==> src/rtl/bus_pkg.sv <==
// Shared types and constants for the 8085 bus responder.
package bus_pkg;

  typedef enum logic [2:0] {
    ST_IDLE,
    ST_ADDR,
    ST_RD_WAIT,
    ST_RD_DRIVE,
    ST_WR_WAIT,
    ST_WR_DONE
  } state_e;

  // S1,S0 cycle status encodings
  typedef enum logic [1:0] {
    S_HALT  = 2'b00,
    S_WRITE = 2'b01,
    S_READ  = 2'b10,
    S_FETCH = 2'b11
  } status_e;

  localparam int unsigned WAIT_MAX = 7;

  function automatic logic [2:0] sat_dec(input logic [2:0] v);
    return (v == 3'd0) ? 3'd0 : v - 3'd1;
  endfunction

endpackage

==> src/rtl/bus_responder_if.sv <==
// CPU-side multiplexed bus bundle: the responder is the slave, the CPU the master.
interface bus_responder_if;
  logic       ALE;
  logic [7:0] ad_in;
  logic [7:0] a_hi;
  logic       IOMn;
  logic       S1;
  logic       S0;
  logic       RDn;
  logic       WRn;
  logic [7:0] ad_out;
  logic       ad_oe;
  logic       READY;

  modport slave (
    input  ALE, ad_in, a_hi, IOMn, S1, S0, RDn, WRn,
    output ad_out, ad_oe, READY
  );

  modport master (
    output ALE, ad_in, a_hi, IOMn, S1, S0, RDn, WRn,
    input  ad_out, ad_oe, READY
  );
endinterface

==> src/rtl/ad_demux.sv <==
// ALE-driven latch for the demultiplexed address and cycle status.
module ad_demux
  import bus_pkg::*;
(
  input  logic        clk_i,
  input  logic        rst_ni,
  input  logic        ale_i,
  input  logic [7:0]  ad_i,
  input  logic [7:0]  a_hi_i,
  input  logic        iomn_i,
  input  logic        s1_i,
  input  logic        s0_i,
  output logic [15:0] addr_o,
  output logic        io_o,
  output logic        fetch_o
);

  logic [15:0] addr_q;
  logic        io_q;
  logic        fetch_q;

  always_ff @(posedge clk_i or negedge rst_ni) begin
    if (!rst_ni) begin
      addr_q  <= '0;
      io_q    <= 1'b0;
      fetch_q <= 1'b0;
    end else if (ale_i) begin
      addr_q  <= {a_hi_i, ad_i};
      io_q    <= iomn_i;
      fetch_q <= (status_e'({s1_i, s0_i}) == S_FETCH);
    end
  end

  assign addr_o  = addr_q;
  assign io_o    = io_q;
  assign fetch_o = fetch_q;

endmodule

==> src/rtl/bus_responder.sv <==
// 8085 bus target: turns RDn/WRn strobes into single-cycle backing-store accesses with wait states.
module bus_responder
  import bus_pkg::*;
#(
  parameter int unsigned WAIT_STATES = 0
) (
  input  logic            phi1,
  input  logic            resetn,
  bus_responder_if.slave  bus,
  output logic            fetch,
  output logic            bus_err,
  output logic [15:0]     mem_addr,
  output logic            mem_io,
  output logic            mem_re,
  output logic            mem_we,
  output logic [7:0]      mem_wdata,
  input  logic [7:0]      mem_rdata
);

  localparam logic [2:0] WAIT_LD =
    (WAIT_STATES > WAIT_MAX) ? 3'(WAIT_MAX) : 3'(WAIT_STATES);

  state_e     state_q, state_d;
  logic [2:0] cnt_q, cnt_d;
  logic [7:0] ad_out_q, ad_out_d;
  logic [7:0] wdata_q, wdata_d;
  logic       re_q, re_d;
  logic       we_q, we_d;
  logic       err_q, err_d;

  ad_demux u_demux (
    .clk_i   (phi1),
    .rst_ni  (resetn),
    .ale_i   (bus.ALE),
    .ad_i    (bus.ad_in),
    .a_hi_i  (bus.a_hi),
    .iomn_i  (bus.IOMn),
    .s1_i    (bus.S1),
    .s0_i    (bus.S0),
    .addr_o  (mem_addr),
    .io_o    (mem_io),
    .fetch_o (fetch)
  );

  always_ff @(posedge phi1 or negedge resetn) begin
    if (!resetn) begin
      state_q  <= ST_IDLE;
      cnt_q    <= '0;
      ad_out_q <= '0;
      wdata_q  <= '0;
      re_q     <= 1'b0;
      we_q     <= 1'b0;
      err_q    <= 1'b0;
    end else begin
      state_q  <= state_d;
      cnt_q    <= cnt_d;
      ad_out_q <= ad_out_d;
      wdata_q  <= wdata_d;
      re_q     <= re_d;
      we_q     <= we_d;
      err_q    <= err_d;
    end
  end

  always_comb begin
    state_d  = state_q;
    cnt_d    = cnt_q;
    ad_out_d = ad_out_q;
    wdata_d  = wdata_q;
    re_d     = 1'b0;
    we_d     = 1'b0;
    err_d    = 1'b0;

    if (bus.ALE) begin
      state_d = ST_ADDR;
    end else begin
      case (state_q)
        ST_IDLE: ;
        ST_ADDR: begin
          if (!bus.RDn && !bus.WRn) begin
            err_d   = 1'b1;
            state_d = ST_IDLE;
          end else if (!bus.RDn) begin
            cnt_d   = WAIT_LD;
            re_d    = 1'b1;
            state_d = ST_RD_WAIT;
          end else if (!bus.WRn) begin
            cnt_d = WAIT_LD;
            // With no wait states the write commits on the strobe edge itself
            if (WAIT_LD == 3'd0) begin
              wdata_d = bus.ad_in;
              we_d    = 1'b1;
              state_d = ST_WR_DONE;
            end else begin
              state_d = ST_WR_WAIT;
            end
          end
        end
        ST_RD_WAIT: begin
          if (bus.RDn) begin
            state_d = ST_IDLE;
          end else begin
            // mem_rdata is only valid in the cycle mem_re is high
            if (re_q) ad_out_d = mem_rdata;
            cnt_d = sat_dec(cnt_q);
            if (cnt_q == 3'd0) state_d = ST_RD_DRIVE;
          end
        end
        ST_RD_DRIVE: begin
          if (bus.RDn) state_d = ST_IDLE;
        end
        ST_WR_WAIT: begin
          if (bus.WRn) begin
            state_d = ST_IDLE;
          end else begin
            cnt_d = sat_dec(cnt_q);
            if (sat_dec(cnt_q) == 3'd0) begin
              wdata_d = bus.ad_in;
              we_d    = 1'b1;
              state_d = ST_WR_DONE;
            end
          end
        end
        ST_WR_DONE: begin
          if (bus.WRn) state_d = ST_IDLE;
        end
        default: state_d = ST_IDLE;
      endcase
    end
  end

  assign bus.ad_out = ad_out_q;
  assign bus.ad_oe  = ((state_q == ST_RD_WAIT) || (state_q == ST_RD_DRIVE)) && !bus.RDn;
  assign bus.READY  = !(((state_q == ST_RD_WAIT) || (state_q == ST_WR_WAIT)) && (cnt_q != 3'd0));
  assign bus_err    = err_q;
  assign mem_re     = re_q;
  assign mem_we     = we_q;
  assign mem_wdata  = wdata_q;

endmodule

==> src/flat_wrapper.sv <==
// flat-port wrapper written by rule: the top's interface ports become plain ports
module bus_responder_flat import bus_pkg::*;
#(
  parameter int unsigned WAIT_STATES = 0
)
  (phi1, resetn, fetch, bus_err, mem_addr, mem_io, mem_re, mem_we, mem_wdata, mem_rdata, bus_ALE, bus_ad_in, bus_a_hi, bus_IOMn, bus_S1, bus_S0, bus_RDn, bus_WRn, bus_ad_out, bus_ad_oe, bus_READY);
  bus_responder_if bus_i ();
  input  logic phi1;
  input  logic resetn;
  output logic fetch;
  output logic bus_err;
  output logic [15:0] mem_addr;
  output logic mem_io;
  output logic mem_re;
  output logic mem_we;
  output logic [7:0] mem_wdata;
  input  logic [7:0] mem_rdata;
  input wire logic [$bits(bus_i.ALE)-1:0] bus_ALE;
  input wire logic [$bits(bus_i.ad_in)-1:0] bus_ad_in;
  input wire logic [$bits(bus_i.a_hi)-1:0] bus_a_hi;
  input wire logic [$bits(bus_i.IOMn)-1:0] bus_IOMn;
  input wire logic [$bits(bus_i.S1)-1:0] bus_S1;
  input wire logic [$bits(bus_i.S0)-1:0] bus_S0;
  input wire logic [$bits(bus_i.RDn)-1:0] bus_RDn;
  input wire logic [$bits(bus_i.WRn)-1:0] bus_WRn;
  output wire logic [$bits(bus_i.ad_out)-1:0] bus_ad_out;
  output wire logic [$bits(bus_i.ad_oe)-1:0] bus_ad_oe;
  output wire logic [$bits(bus_i.READY)-1:0] bus_READY;
  assign bus_i.ALE = bus_ALE;
  assign bus_i.ad_in = bus_ad_in;
  assign bus_i.a_hi = bus_a_hi;
  assign bus_i.IOMn = bus_IOMn;
  assign bus_i.S1 = bus_S1;
  assign bus_i.S0 = bus_S0;
  assign bus_i.RDn = bus_RDn;
  assign bus_i.WRn = bus_WRn;
  assign bus_ad_out = bus_i.ad_out;
  assign bus_ad_oe = bus_i.ad_oe;
  assign bus_READY = bus_i.READY;
  bus_responder #(.WAIT_STATES(WAIT_STATES)) u_core (.phi1(phi1), .resetn(resetn), .bus(bus_i), .fetch(fetch), .bus_err(bus_err), .mem_addr(mem_addr), .mem_io(mem_io), .mem_re(mem_re), .mem_we(mem_we), .mem_wdata(mem_wdata), .mem_rdata(mem_rdata));
endmodule
==> config.mk <==
export PLATFORM = sky130hd
export DESIGN_NAME = bus_responder_flat
export DESIGN_NICKNAME = d
export VERILOG_FILES = /design/src/rtl/bus_pkg.sv /design/src/rtl/bus_responder_if.sv /design/src/rtl/ad_demux.sv /design/src/rtl/bus_responder.sv /design/src/flat_wrapper.sv
export SDC_FILE = /design/constraint.sdc
export NUM_CORES = 1
export LEC_CHECK = 0
export CORE_UTILIZATION = 48
export CTS_BUF_LIST = sky130_fd_sc_hd__clkbuf_16
export DETAILED_ROUTE_END_ITERATION = 10
export PLACE_DENSITY = 0.85
export SETUP_SLACK_MARGIN = 0.4
export SYNTH_ARGS = -nofsm -noshare
export SYNTH_HDL_FRONTEND = slang
export SYNTH_HIERARCHICAL = 1
export SYNTH_SLANG_ARGS = --single-unit
==> constraint.sdc <==
create_clock -name phi1 -period 3.4 [get_ports phi1]
set_input_delay 0.68 -clock phi1 [delete_from_list [all_inputs] [get_ports phi1]]
set_output_delay 0.68 -clock phi1 [all_outputs]
set_load 0.005 [all_outputs]
======== Yosys cells after proc, flatten, opt, wreduce, memory -nomap -nowiden ========
Cells that the tools add are included.
Widths: inputs -> output; s select.
cells by class
  shift-type cells ........................ 0
  add/sub/neg operators ................... 1
  multipliers ............................. 0
  equality and inequality tests ........... 19
  mux-type cells .......................... 38
  magnitude comparators ................... 0
  bitwise operators ....................... 2
  reductions and logical operators ........ 18
  div/mod/pow operators ................... 0
operator list
  cell                 number
  $mux 3               16
  $mux 8               5
  $pmux 3 s6           1
  $pmux 8 s2           1
  $mux 1               13
  $ne 2x2->1 const B   6
  $reduce_and 6->1     2
  $logic_not 3->1      3
  $ne 3x3->1 const B   3
  $pmux 3 s3           1
  $ne 4x3->1 const B   2
  $reduce_and 7->1     1
  $eq 3x2->1 const B   2
  $eq 3x3->1 const B   2
  $reduce_bool 3->1    2
  $ne 5x4->1 const B   1
  $reduce_and 4->1     1
  $eq 3x1->1 const B   1
  $logic_and 1x1->1    3
  $logic_not 1->1      3
  $sub 3x1->3 const B  1
  $eq 2x2->1 const B   1
  $logic_or 1x1->1     2
  $ne 2x1->1 const B   1
  3 further kinds      4
word-level totals
  bits in registers ....................... 43
  memories ................................ 0
  bits in writable memories ............... 0
  output and inout bits ................... 39
  bits in latches ......................... 0
  logic and storage cells ................. 88
  bits in read-only memories .............. 0

======== Depth between registers and ports, before layout ========
Gate-level depths: netlist of the first run.
  depth after elaboration ................. 7
  depth in mapped cells ................... 7
  gate-level depth less buffers ........... 7

======== Modules after synthesis ========
The synthesis of the first run kept the hierarchy.
by module, submodules not included
  module         area an instance (um^2)  cells each  instances  seq. area each (um^2)
  bus_responder  1295.0                   105         1          625.6
  ad_demux       716.9                    40          1          450.4

======== Worst setup path before layout of the first run ========
OpenSTA, ideal clock, no wires.
  path type ............................... in2reg
  from .................................... in bus_RDn
  to ...................................... reg u_core.cnt_q[0]
  slack ................................... 1392 ps
  cell stages on the path ................. 5
  setup time .............................. 125 ps
  data arrival time ....................... 1884 ps
  data required time ...................... 3275 ps
  buffers on the path ..................... 1
  cell sequence ........................... buf_2 -> nand3b_1 -> a211o_2 -> a21oi_1 -> mux2_2
between the ends
  word-level cells in the longest chain between the ends .. 4
  elaborated cells between the ends (all ways) .. 9
RTL lines
  element                            line                 source
  start: declaration                 flat_wrapper.sv:24   input wire logic [$bits(bus_i.RDn)-1:0] bus_RDn;
  $logic_not 1->1                    bus_responder.sv:80  if (!bus.RDn && !bus.WRn) begin
  $logic_and 1x1->1                  bus_responder.sv:80
  $ne 2x2->1 (no source line)        -
  $reduce_and 6->1 (no source line)  -
  end signal: assignment             bus_responder.sv:56  cnt_q <= cnt_d;
  end: declaration                   bus_responder.sv:24  logic [2:0] cnt_q, cnt_d;
Several ways; a longest one is shown, not always the timed one. The select of a mux whose other input is x is not followed.
A chain may end at the register's enable or synchronous reset.

======== Worst setup path in the final report of the first run ========
  from .................................... in bus_RDn
  to ...................................... out bus_ad_oe
between the ends
  word-level cells in the longest chain between the ends .. 2
RTL lines
  element            line                  source
  $logic_not 1->1    bus_responder.sv:133  assign bus.ad_oe = ((state_q == ST_RD_WAIT) || (state_q == ST_RD_DRIVE)) && !bus.RDn;
  $logic_and 1x1->1  bus_responder.sv:133
  end: declaration   flat_wrapper.sv:27    output wire logic [$bits(bus_i.ad_oe)-1:0] bus_ad_oe;
No other way between the ends.

==> key figures, run 1 <==
Status
  • Status: complete, no violations

Critical path
  • End point of the critical path: bus_ad_oe
  • CP max stage delay: 0.57 ns
  • Reg2reg end: u_core/mem_wdata[5]$_DFFE_PN0P_
  • Data required, critical path: 2.72 ns
  • R2R setup slack: 1.33 ns
  • Crit Path Max Fanout: 9
  • Crit path max-delay family: buffers and inverters
  • Worst path cell trace: clkdlybuf4s50_1, nor3_1, clkdlybuf4s50_1
  • FF-to-FF Start: u_core/cnt_q[0]$_DFFE_PN0P_
  • Crit. path cell count: 3
  • Kind of critical path: input port to output pin
  • Slowest cell on the critical path: clkdlybuf4s50_1
  • CP endpoint kind: output pin
  • Reg2reg path depth: 6
  • Crit path DAT: 2.13 ns
  • Setup crit start kind: input port
  • Most frequent CP cell: clkdlybuf4s50_1
  • WP buf/inv: 2
  • Crit. Startpoint: bus_RDn

Yosys
  • Netlist Area Pre-Place: 2010 sq um
  • Post-synth net total: 179
  • EDFF count, synth: 0
  • Yosys warns: 6
  • Synth async-reset ratio: 1.00
  • Synthesized instance count: 145
  • Mean Syn Cell Area: 13.9 sq um
  • Register bit total from synthesis: 43
  • Top_reg_cell synth: dfrtp_1
  • Seq/Total Area, Yosys: 0.535
  • Synth cell types: 44

Finish
  • Area Overhead vs Synth: 43.2%
  • Most frequent cells in the layout: clkdlybuf4s50_1 (69), dfrtp_1 (43), mux2_2 (18), mux2_4 (16), inv_1 (10)
  • Most common cell after layout, fill and taps aside: clkdlybuf4s50_1
  • Layout cell share with drive strength beyond 1: 0.226
  • Total Nets Final: 251
  • Register area: 1080 sq um
  • Filler cells: 255
  • Antenna Cells: 0
  • Footprint of the multi-input gates: 846 sq um

Timing
  • Hold Vio Cnt, Final: 0
  • Final setup viols: 0
  • Worst Clk Skew: 0.00416 ns
  • Final worst slack: 0.586 ns
  • Peak Freq: 0.355 GHz
  • Ratio of final minimum period to clock period: 0.828
  • Tightest Pin Transition: 0.940 ns
  • RSZ-0062 raised after global routing: false
  • Period minus WS final: 2.81 ns
  • Relative slew slack: 0.373
  • Final Max Slew Viols: 0
  • TNS Setup: 0 ns

Placement
  • RD Place Congestion: 0.813
  • Hpwl dp: 3240 um
  • Pre-CTS WS: 0.588 ns
  • Port Buffer Count: 70

GRT
  • Met3 Use GR: 0.0599
  • Pin count of the biggest net entering global routing: 44
  • Initial antenna violation count: 0
  • Total GRT Usage: 0.230
  • First-pass GRT wire length: 7290 um
  • M2 GR Usage: 0.400
  • Vias in the first global route: 1444
  • GRT overflow: 0
  • GRT met1 Usage: 0.255
  • GR peak layer: met2

Worst hold path
  • Hold Path Depth: 1
  • Worst hold path type: flip-flop to flip-flop

Clock tree
  • Clock transition at path regs: 0.05 ns
  • Post_cts resized: 0
  • Hold-fix buffers, CTS: 0
  • TritonCTS Buffers: 5
  • Worst-skew pair later-pin latency: 0.28 ns
  • Root buf cell: clkbuf_16
  • CTS tree: done
  • Sink Count: 43
  • H-tree levels: 2
  • CTS Buffer Depth: 2
  • Setup repair bufs after CTS: 0

Die
  • Core area: 4000 sq um
  • Site Rows: 23
  • Full die area: 4450 sq um
  • Initial Utilization: 0.503
  • I/O pins: 71
  • Die W: 66.7 um
  • Chip Height: 66.7 um

Routing
  • DRC errors left: 0
  • DRT iter0 DRCs: 40
  • Via-to-Cell Ratio: 5.57
  • Drt total wl: 4840 um
  • Via count: 1486
  • Drt pass-1 iters: 4
  • ANT nets after route: 0
  • Routed WL per cell: 18.1 um

Pwr
  • Power density cells: 566 nW/um^2
  • Leakage: 1.27 nW
  • Power Total: 1.63 mW
  • Worst vdd ir: 369 uV

Flow run
  • Max-cap viol count: 0
-- cell usage after synthesis, types with 2 or more instances --
| cell type | number | area (sq um) |
|---|---|---|
| mux2_4 | 16 | 240 |
| nor3_1 | 2 | 10.0 |
| dfrtp_1 | 43 | 1080 |
| buf_2 | 2 | 10.0 |
| nand2b_1 | 3 | 18.8 |
| mux2_2 | 18 | 203 |
| inv_1 | 9 | 33.8 |
| o21ai_0 | 2 | 10.0 |
| ha_1 | 2 | 25.0 |
| buf_4 | 2 | 15.0 |
| a22oi_1 | 3 | 22.5 |
| a31oi_1 | 2 | 12.5 |
| a21oi_1 | 3 | 15.0 |
| nor4_1 | 3 | 18.8 |
| nor2_1 | 6 | 22.5 |
-- per-layer routing --
metal	part of all wire	up-vias	routed length, um
li1	-	666	-
met5	0	-	0
met1	0.38	741	1840
met4	0.041	0	198
met3	0.050	18	243
met2	0.53	61	2560
-- registers in the layout (all words and copies together), names as in the netlist --
register	flops
u_core/cnt_q	3
u_core/u_demux/addr_o	16
u_core/mem_we	1
u_core/state_q	3
u_core/mem_wdata	8
u_core/u_demux/fetch_o	1
u_core/bus_err	1
u_core/bus.ad_out	8
u_core/u_demux/io_o	1
u_core/mem_re	1
-- logic make-up after synthesis --
logic type               Yosys count  share of synthesized area
multiplexers                      35                      0.225
AND/OR/NAND/NOR                   27                     0.0871
flip-flops                        43                      0.535
XOR/XNOR                           2                    0.00871
AO/OA/AOI/OAI                     21                     0.0871
adder cells (fa/ha/maj)            2                     0.0124
buffers and inverters             15                     0.0448
-- metrics by stage --
stage	hold slack [ns]	std cells	instance area [sq um]	util
2_1_floorplan	0.384	145	2010	-
3_3_place_gp	0.485	260	2720	0.680
3_5_place_dp	0.495	260	2720	0.680
4_1_cts	0.508	267	2880	0.720
5_1_grt	0.524	267	2880	0.720
6_report	0.505	267	2880	0.720
-- worst reg2reg max path: cells and delay by family, from the launching register on --
family,cells,cell delay (ns)
compound gates,2,0.56
flops,1,0.44
mux,1,0.35
fa+ha+maj,1,0.32
simple gates,2,0.29
-- worst min path at each step --
stage | startpoint | endpoint | slack (ns)
floorplan | resetn | u_core/bus.ad_out[0]$_DFFE_PN0P_ | 0.38
global placement | u_core/bus.ad_out[6]$_DFFE_PN0P_ | u_core/bus.ad_out[6]$_DFFE_PN0P_ | 0.49
detailed placement | u_core/u_demux/addr_o[15]$_DFFE_PN0P_ | u_core/u_demux/addr_o[15]$_DFFE_PN0P_ | 0.50
CTS | u_core/u_demux/addr_o[15]$_DFFE_PN0P_ | u_core/u_demux/addr_o[15]$_DFFE_PN0P_ | 0.51
global route | u_core/u_demux/addr_o[1]$_DFFE_PN0P_ | u_core/u_demux/addr_o[1]$_DFFE_PN0P_ | 0.52
finish | u_core/u_demux/addr_o[15]$_DFFE_PN0P_ | u_core/u_demux/addr_o[15]$_DFFE_PN0P_ | 0.50
-- cell type report --
cell class / count / share of cell area
inverters: 9 / 0.0117
clock inverters: 2 / 0.0117
repair buffers: 71 / 0.244
flip-flops and latches: 43 / 0.374
clock buffers: 5 / 0.0434
multi-input cells: 87 / 0.294
well taps: 50 / 0.0217
-- report_power, final --
part / total (mW) / leakage, nW / switching, mW / internal (mW)
clock: 0.527 / 0.0811 / 0.187 / 0.340
combinational: 0.433 / 0.645 / 0.145 / 0.288
sequential: 0.671 / 0.539 / 0.0738 / 0.597
total: 1.63 / 1.27 / 0.406 / 1.22
(Power assumes the default switching activity.)
==> inputs of run 2 (changes only) <==
--- a/config.mk
+++ b/config.mk
@@ -5,10 +5,10 @@
 export SDC_FILE = /design/constraint.sdc
 export NUM_CORES = 1
 export LEC_CHECK = 0
-export CORE_UTILIZATION = 48
+export CORE_UTILIZATION = 40
 export CTS_BUF_LIST = sky130_fd_sc_hd__clkbuf_16
 export DETAILED_ROUTE_END_ITERATION = 10
-export PLACE_DENSITY = 0.85
+export PLACE_DENSITY = 0.75
 export SETUP_SLACK_MARGIN = 0.4
 export SYNTH_ARGS = -nofsm -noshare
 export SYNTH_HDL_FRONTEND = slang
==> constraint.sdc (replaced) <==
create_clock -name phi1 -period 2.4 [get_ports phi1]
set_input_delay 0.48 -clock phi1 [delete_from_list [all_inputs] [get_ports phi1]]
set_output_delay 0.48 -clock phi1 [all_outputs]
set_load 0.005 [all_outputs]
==> run 2 against run 1 <==
- worst hold slack got worse by 0.24 ns
- design area increased by 4.5%
- largest cell class unchanged
- non-clock buffer count increased by 12
- first-iteration DRC count decreased by 18%
- global-route usage decreased by 6.1 points
==> key figures, run 2 (same netlist as run 1, synthesis figures left out) <==
Status
  • Status: complete, no violations (unchanged)

Die
  • Full die area: 5320 sq um (was 4450 sq um)
  • Die W: 72.9 um (was 66.7 um)
  • Site Rows: 25 (was 23)
  • Initial Utilization: 0.420 (was 0.503)
  • Core area: 4790 sq um (was 4000 sq um)
  • Chip Height: 72.9 um (was 66.7 um)
  • I/O pins: 71 (unchanged)

Timing
  • Final setup viols: 0 (unchanged)
  • Tightest Pin Transition: 0.544 ns (was 0.940 ns)
  • Peak Freq: 0.510 GHz
  • Period minus WS final: 1.96 ns
  • TNS Setup: 0 ns (unchanged)
  • Hold Vio Cnt, Final: 0 (unchanged)
  • RSZ-0062 raised after global routing: true (was false)
  • Ratio of final minimum period to clock period: 0.816
  • Worst Clk Skew: 0.00457 ns (was 0.00416 ns)
  • Final Max Slew Viols: 0 (unchanged)
  • Relative slew slack: 0.637 (was 0.373)

GRT
  • GRT overflow: 0 (unchanged)
  • First-pass GRT wire length: 6730 um (was 7290 um)
  • Pin count of the biggest net entering global routing: 44 (unchanged)
  • Total GRT Usage: 0.170 (was 0.230)
  • Initial antenna violation count: 0 (unchanged)
  • Vias in the first global route: 1436 (was 1444)

Routing
  • Drt pass-1 iters: 4 (unchanged)
  • Via-to-Cell Ratio: 4.92 (was 5.57)
  • ANT nets after route: 0 (unchanged)
  • Routed WL per cell: 14.5 um (was 18.1 um)
  • DRC errors left: 0 (unchanged)
  • DRT iter0 DRCs: 33 (was 40)
  • Via count: 1457 (was 1486)
  • Drt total wl: 4280 um (was 4840 um)

Pwr
  • Leakage: 1.34 nW (was 1.27 nW)
  • Power density cells: 762 nW/um^2 (was 566 nW/um^2)
  • Worst vdd ir: 317 uV (was 369 uV)

Clock tree
  • Root buf cell: clkbuf_16 (unchanged)
  • Worst-skew pair later-pin latency: 0.28 ns (about the same)
  • Hold-fix buffers, CTS: 0 (unchanged)
  • Clock transition at path regs: 0.06 ns (was 0.05 ns)
  • CTS tree: done (unchanged)
  • Sink Count: 43 (unchanged)
  • CTS Buffer Depth: 2 (unchanged)
  • TritonCTS Buffers: 5 (unchanged)
  • H-tree levels: 2 (unchanged)

Finish
  • Footprint of the multi-input gates: 866 sq um (was 846 sq um)
  • Most common cell after layout, fill and taps aside: clkdlybuf4s50_1 (unchanged)
  • Register area: 1080 sq um (unchanged)
  • Filler cells: 385 (was 255)
  • Max FFs per register: 16 (unchanged)
  • Fin area: 3010 sq um (was 2880 sq um)
  • Most frequent cells in the layout: clkdlybuf4s50_1 (67), dfrtp_1 (43), mux2_2 (18), mux2_4 (16), buf_4 (13) (was clkdlybuf4s50_1 (69), dfrtp_1 (43), mux2_2 (18), mux2_4 (16), inv_1 (10))
  • Total Nets Final: 263 (was 251)
  • Area Overhead vs Synth: 49.6% (was 43.2%)
  • Antenna Cells: 0 (unchanged)
  • Layout cell share with drive strength beyond 1: 0.284 (was 0.226)
  • Final design utilization: 0.629 (was 0.720)

Placement
  • Port Buffer Count: 70 (unchanged)
  • Placed Area: 2800 sq um (was 2720 sq um)
  • RD Place Congestion: 0.793 (was 0.813)
  • Hpwl dp: 3070 um (was 3240 um)

Critical path
  • R2R setup slack: 0.50 ns (was 1.33 ns)
  • Worst path cell trace: clkdlybuf4s50_1, or3_4, nor3_4, o2bb2ai_4, mux2_4 (was clkdlybuf4s50_1, nor3_1, clkdlybuf4s50_1)
  • Crit path max-delay family: simple AND/OR/NAND/NOR gates (was buffers and inverters)
  • Crit path DAT: 2.13 ns (about the same)
  • Setup crit start kind: input port (unchanged)
  • Slowest cell on the critical path: or3_4 (was clkdlybuf4s50_1)
  • Kind of critical path: input port to flip-flop (was input port to output pin)
  • Crit Path Max Fanout: 10 (was 9)
  • Data required, critical path: 2.57 ns (was 2.72 ns)
  • CP max stage delay: 0.43 ns (was 0.57 ns)
  • WP buf/inv: 1 (was 2)
  • CP endpoint kind: flip-flop (was output pin)

Flow run
  • Max-cap viol count: 0 (unchanged)

Worst hold path
  • Worst hold path type: input port to async pin (was flip-flop to flip-flop)
[run 2: cell count changes in the layout (fill, tap and decap cells not counted), sizes merged]
cell,previous run,this run
clkdlybuf4s50,69,67
dlygate4sd2,0,1
buf,2,14
clkdlybuf4s15,0,1
[run 2: metal layers]
metal	vias to the layer above	wire, um	GRT usage
li1	692	-	-
met2	55	2080	0.289
met5	-	0	0
met4	0	66	0.0719
met3	6	266	0.0470
met1	704	1870	0.202
[run 2: final timing paths]
kind / start / to / depth (start not counted)
max in group asynchronous: resetn / u_core/bus.ad_out[6]$_DFFE_PN0P_ / 2
setup reg to reg: u_core/state_q[1]$_DFFE_PN0P_ / u_core/mem_wdata[4]$_DFFE_PN0P_ / 5
setup / recovery: bus_WRn / u_core/mem_wdata[4]$_DFFE_PN0P_ / 5
hold / removal: resetn / u_core/u_demux/addr_o[12]$_DFFE_PN0P_ / 2
min in group phi1: u_core/bus.ad_out[3]$_DFFE_PN0P_ / u_core/bus.ad_out[3]$_DFFE_PN0P_ / 1
hold reg to reg: u_core/bus.ad_out[3]$_DFFE_PN0P_ / u_core/bus.ad_out[3]$_DFFE_PN0P_ / 1
[run 2: area by class of cell]
cell class,instances,share of cell area
clock buffers,5,0.0416
clock inverters,2,0.0112
inverters,9,0.0112
multi-input cells,87,0.288
flip-flops and latches,43,0.357
well taps,67,0.0278
repair buffers,83,0.263
[run 2: worst register-to-register path: cells and delay by family, from the launching register on]
family | cells | cell delay (ns)
AO/OA/AOI/OAI | 1 | 0.24
buffers and inverters | 1 | 0.18
flip-flops | 1 | 0.41
multiplexers | 1 | 0.34
AND/OR/NAND/NOR | 2 | 0.61
[run 2: timing repair]
item	in CTS	in global routing
setup endpoints to repair	9	3
resized for setup	6	2
endpoints found under the hold margin	0	0
setup buffers	3	1
cloned	0	0
[run 2: power breakdown]
group / switching [mW] / total (mW) / internal [mW]
Combinational: 0.209 / 0.633 / 0.424
Sequential: 0.0858 / 0.931 / 0.846
Clock: 0.248 / 0.729 / 0.480
[run 2: stage by stage]
step                      hold WS (ns)  cells  total power, mW  setup WS (ns)
after detailed placement         0.493    285             1.57          0.139
after CTS                        0.291    295             2.32          0.387
after global placement           0.489    285             1.56          0.166
after global routing             0.318    296             2.40          0.398
final                            0.262    296             2.29          0.441
after floorplan                  0.184    145             1.23          0.592
